--- src/rtl/key_step_conditioner_pkg.sv ---
// key_step_conditioner_pkg: detector FSM state encodings and board-level defaults
package key_step_conditioner_pkg;
  typedef enum logic [1:0] {S_IDLE, S_PRESS_CHK, S_HELD, S_REL_CHK} state_t;
  localparam int DEFAULT_DEBOUNCE_CYCLES = 500000;
endpackage

--- src/rtl/key_step_conditioner_sync_ff.sv ---
// sync_ff: STAGES-deep flip-flop synchroniser with configurable reset value
module sync_ff #(
  parameter int   STAGES  = 2,
  parameter logic RST_VAL = 1'b0
) (
  input  logic clk,
  input  logic aclr,
  input  logic d,
  output logic q
);
  logic [STAGES-1:0] r;
  always_ff @(posedge clk or negedge aclr)
    if (!aclr) r <= {STAGES{RST_VAL}};
    else       r <= {r[STAGES-2:0], d};
  assign q = r[STAGES-1];
endmodule

--- src/rtl/key_step_conditioner.sv ---
// key_step_conditioner: sync + debounce KEY into a step pulse, sample SW into w_out; KEY_AUTOREPEAT_EN adds held-key repeat
module key_step_conditioner
  import key_step_conditioner_pkg::*;
#(
  parameter int SYNC_STAGES     = 2,
  parameter int DEBOUNCE_CYCLES = DEFAULT_DEBOUNCE_CYCLES,
  parameter int REPEAT_DELAY    = 25000000,
  parameter int REPEAT_PERIOD   = 5000000
) (
  input  logic       clk,
  input  logic       aclr,
  input  logic       key_n,
  input  logic       w_raw,
  output logic       step,
  output logic       w_out,
  output logic       key_level,
  output logic [7:0] step_cnt
);
  localparam int CW = $clog2(DEBOUNCE_CYCLES);
  localparam logic [CW-1:0] CMAX = CW'(DEBOUNCE_CYCLES - 1);
  state_t state, state_nx;
  logic [CW-1:0] cnt, cnt_nx;
  logic key_s, kp, ws, press_step, fire, step_d;
  sync_ff #(.STAGES(SYNC_STAGES), .RST_VAL(1'b1)) u_key_sync (.clk(clk), .aclr(aclr), .d(key_n), .q(key_s));
  sync_ff #(.STAGES(SYNC_STAGES), .RST_VAL(1'b0)) u_w_sync   (.clk(clk), .aclr(aclr), .d(w_raw), .q(ws));
  assign kp = ~key_s;
  always_comb begin
    state_nx   = state;
    cnt_nx     = cnt;
    press_step = 1'b0;
    case (state)
      S_IDLE:
        if (kp) begin
          state_nx = S_PRESS_CHK;
          cnt_nx   = '0;
        end
      S_PRESS_CHK:
        if (!kp) state_nx = S_IDLE;
        else if (cnt == CMAX) begin
          state_nx   = S_HELD;
          press_step = 1'b1;
        end else cnt_nx = cnt + 1'b1;
      S_HELD:
        if (!kp) begin
          state_nx = S_REL_CHK;
          cnt_nx   = '0;
        end
      S_REL_CHK:
        if (kp) state_nx = S_HELD;
        else if (cnt == CMAX) state_nx = S_IDLE;
        else cnt_nx = cnt + 1'b1;
      default: state_nx = S_IDLE;
    endcase
  end
`ifdef KEY_AUTOREPEAT_EN
  localparam int RW = $clog2((REPEAT_DELAY > REPEAT_PERIOD ? REPEAT_DELAY : REPEAT_PERIOD) + 1);
  logic [RW-1:0] rcnt;
  logic rep, run;
  assign run  = state == S_HELD && kp;
  assign fire = run && rcnt == (rep ? RW'(REPEAT_PERIOD - 1) : RW'(REPEAT_DELAY - 1));
  always_ff @(posedge clk or negedge aclr)
    if (!aclr) begin
      rcnt <= '0;
      rep  <= 1'b0;
    end else if (!run) begin
      rcnt <= '0;
      rep  <= 1'b0;
    end else if (fire) begin
      rcnt <= '0;
      rep  <= 1'b1;
    end else rcnt <= rcnt + 1'b1;
`else
  // repeat timing only matters with auto-repeat; this folds to constant 0
  assign fire = (REPEAT_DELAY < 0) && (REPEAT_PERIOD < 0);
`endif
  assign step_d = press_step | fire;
  always_ff @(posedge clk or negedge aclr)
    if (!aclr) begin
      state    <= S_IDLE;
      cnt      <= '0;
      step     <= 1'b0;
      w_out    <= 1'b0;
      step_cnt <= '0;
    end else begin
      state <= state_nx;
      cnt   <= cnt_nx;
      step  <= step_d;
      if (step_d) begin
        w_out    <= ws;
        step_cnt <= step_cnt + 1'b1;
      end
    end
  assign key_level = state == S_HELD || state == S_REL_CHK;
endmodule

--- config.mk ---
export PLATFORM = sky130hd
export DESIGN_NAME = key_step_conditioner
export DESIGN_NICKNAME = d
export VERILOG_FILES = /design/src/rtl/key_step_conditioner_pkg.sv /design/src/rtl/key_step_conditioner_sync_ff.sv /design/src/rtl/key_step_conditioner.sv
export SDC_FILE = /design/constraint.sdc
export NUM_CORES = 1
export LEC_CHECK = 0
export CAP_MARGIN = 20
export CORE_UTILIZATION = 34
export CTS_CLUSTER_DIAMETER = 50
export CTS_CLUSTER_SIZE = 16
export DETAILED_ROUTE_END_ITERATION = 12
export GPL_TIMING_DRIVEN = 0
export PLACE_DENSITY_LB_ADDON = 0.2
export RECOVER_POWER = 25
export SLEW_MARGIN = 10
export SYNTH_ARGS = -nofsm -noshare
export SYNTH_HDL_FRONTEND = slang
export SYNTH_HIERARCHICAL = 1
export SYNTH_SLANG_ARGS = --single-unit
--- constraint.sdc ---
create_clock -name clk -period 2.15 [get_ports clk]
set_input_delay 0.3225 -clock clk [delete_from_list [all_inputs] [get_ports clk]]
set_output_delay 0.3225 -clock clk [all_outputs]
set_load 0.02 [all_outputs]
==> flow_summary.json <==
{
  "outcome": "finished, violations left",
  "violations": "max-capacitance violations, max-slew violations, negative setup slack",
  "finalMaxSlewViolations": 36,
  "drcViolationCount": 0,
  "drive_above_1_share": 0.345,
  "internal_power_mw": 1.08,
  "top_usage_layer": "met2",
  "netSwitchingFraction": 0.220,
  "cp_max_fo": 5,
  "wl_per_cell_um": 14.3,
  "routed_via_density": 5.21,
  "hold_violations": 0,
  "layout_commonest_cell": "dfrtp_1",
  "clk_latency_ns": 0.29,
  "cts_buffers": 5,
  "p_sw_mw": 0.305,
  "arrival_ns": 2.51,
  "grt-ovfl-total": 0,
  "final_util": 0.516,
  "ys_ff_latch": 35,
  "grt_pass1_wl_um": 6340,
  "area_growth_pct": 45.5,
  "p_leak_nw": 1.03,
  "fp.dieW_um": 72.2,
  "start_util": 0.354,
  "syn_nets": 168,
  "finalClockSkew_ns": 0.00472,
  "vias": 1423,
  "avgSynthCellArea_um2": 10.3,
  "core-area_um2": 4720,
  "root_buffer": "clkbuf_8",
  "cp.required_ns": 2.37,
  "power_mw": 1.39,
  "maxCapViolCount": 1,
  "fillers": 408,
  "global_route.usage.met1": 0.217,
  "dp_hpwl_um": 2440,
  "hold_class": "flip-flop to flip-flop",
  "combPwrFrac": 0.064,
  "tightest_slew_ns": 1.84,
  "antenna_left": 0,
  "multiInputGateArea_um2": 951,
  "yosysSeqAreaShare": 0.525,
  "initialDrtViolationCount": 106,
  "syn_inst": 162,
  "slew_headroom": -0.226,
  "power.density_nw_per_um2": 570,
  "grt_util_met2": 0.254,
  "grt_max_degree": 36,
  "port_buffers": 14,
  "grt.total_usage": 0.163,
  "htree_levels": 2,
  "power_frac_clock": 0.443,
  "fin_crit_ns": 2.30,
  "final_area_um2": 2440,
  "mostFrequentLayoutCells": "30 x dfrtp_1, 14 x buf_4, 14 x nand2_1, 12 x nor2_1",
  "cp-end-kind": "flip-flop",
  "yosys_warnings": 6,
  "yosysUniqueCellTypes": 37,
  "finalSetupTns_ns": -2.36,
  "seqCellArea_um2": 882,
  "antenna_cells": 0,
  "firstDrtPassIters": 4,
  "use_met3": 0.0458,
  "netlist_area_um2": 1670,
  "seq_power_share": 0.493,
  "setup_violations": 25,
  "cts.clk_slew.worst_paths_ns": 0.07,
  "die_area_um2": 5210,
  "grt_pass1_vias": 1310,
  "die_h_um": 72.2,
  "period_share": 1.07,
  "startpoint_type": "flip-flop",
  "antenna_found_initial": 0,
  "post_dp_cell_area_um2": 1910,
  "cts_tree": "built",
  "wl_um": 3910,
  "setup_ws_ns": -0.148,
  "ir_drop_mv": 0.244,
  "num_io_pins": 15,
  "cts_buffer_depth": 2,
  "fmaxAchievable_mhz": 435,
  "crit_type": "flip-flop to flip-flop",
  "rsz0062_at_grt": "true",
  "nets": 211,
  "ctsHoldBuffers": 0,
  "cts_sinks": 35,
  "place_congestion": 0.781,
  "rows": 25
}
[final timing paths]
path | startpoint | end | slack [ns] | cells past startpoint
worst max-delay path | cnt[9] | cnt[10] | -0.15 | 7
max in group asynchronous | aclr | cnt[8] | 0.43 | 1
min in group asynchronous | aclr | step | 0.52 | 1
worst max register to register | cnt[9] | cnt[10] | -0.15 | 7
worst min register to register | u_w_sync/r[0] | u_w_sync/r[1] | 0.36 | 0
worst min-delay path | u_w_sync/r[0] | u_w_sync/r[1] | 0.36 | 0
[state kept, by name, summed over array words and instances, names as in the netlist, named ones only]
signal / cells
w_out: 1
cnt: 19
u_w_sync/r: 2
u_key_sync/r: 2
state: 1
step: 1
step_cnt: 8
[through the flow]
stage	instances	hold WS [ns]	worst slack [ns]
floorplan	162	0.0269	-0.125
global placement	243	0.335	-0.357
detailed placement	243	0.346	-0.439
CTS	263	0.132	-0.273
global route	273	0.366	-0.222
finish	273	0.360	-0.148
[cell families (layout without fill, tap and decap cells)]
| kind of cell | after synthesis | after routing | synth area share |
|---|---|---|---|
| DFF | 35 | 35 | 0.525 |
| xor gates and xnor gates | 12 | 12 | 0.0628 |
| adders and majority gates | 2 | 2 | 0.0149 |
| AOI/OAI and AO/OA | 35 | 35 | 0.136 |
| and+or+nand+nor | 64 | 64 | 0.211 |
| muxes | 3 | 3 | 0.0247 |
| buffers and inverters | 11 | 55 | 0.0262 |
[cells in the mapped netlist]
master	instances	area, µm²
dfrtp_1	33	826
nand2_1	16	60.1
nor2_1	12	45.0
a21oi_1	9	45.0
nand4_1	8	50.1
xnor2_1	7	61.3
o21ai_0	6	30.0
a31oi_1	5	31.3
clkbuf_1	5	18.8
nand3_1	5	25.0
or4_1	5	37.5
xor2_1	5	43.8
and3_1	4	25.0
nor3_1	4	20.0
o31ai_1	4	30.0
a21o_1	3	22.5
a22o_1	3	26.3
inv_1	3	11.3
and2_1	2	12.5
buf_2	2	10.0
dfstp_2	2	52.6
ha_1	2	25.0
mux2_4	2	30.0
nor4_1	2	12.5
a2bb2oi_1	1	8.76
a41oi_1	1	8.76
inv_2	1	3.75
mux2_2	1	11.3
nand4_2	1	12.5
nand4b_1	1	8.76
nor4_4	1	21.3
o2111ai_1	1	8.76
o21a_1	1	7.51
o21ai_2	1	8.76
or2_1	1	6.26
or3_1	1	6.26
or4b_1	1	10.0
[power groups by stage]
stage | clock (mW) | sequential (mW) | combinational (mW)
4_1_cts | 0.629 | 0.682 | 0.0773
5_1_grt | 0.657 | 0.686 | 0.0989
3_5_place_dp | 0 | 0.693 | 0.0574
6_report | 0.615 | 0.685 | 0.0883
3_3_place_gp | 0 | 0.693 | 0.0575
2_1_floorplan | 0 | 0.691 | 0.0310
[worst max-delay path, stage by stage, from the launching register on]
cell and delay [ns]:
dfrtp_1 0.38, or4b_4 0.55, or4_4 0.54, buf_6 0.15, o21ai_4 0.17, buf_6 0.18, o21ai_0 0.12, a21oi_2 0.14
[per-layer routing]
| layer | up-vias | wire, µm |
|---|---|---|
| met5 | - | 0 |
| met1 | 713 | 1750 |
| met2 | 28 | 1950 |
| met4 | 0 | 55 |
| met3 | 6 | 151 |
| li1 | 676 | - |
[area by class of cell]
cell class,count,share of cell area
plain buffers,6,0.0144
clock buffers,6,0.0339
clock inverters,2,0.0144
inverters,4,0.00924
multi-input cells,116,0.390
flip-flops and latches,35,0.362
well taps,67,0.0344
repair buffers,37,0.141
[what timing repair did]
action	4_1_cts	5_1_grt
pin swaps	13	16
gates cloned	2	0
buffers inserted	11	12
resized for setup	31	27
endpoints found under the setup margin	26	27
(Power assumes the default switching activity.)
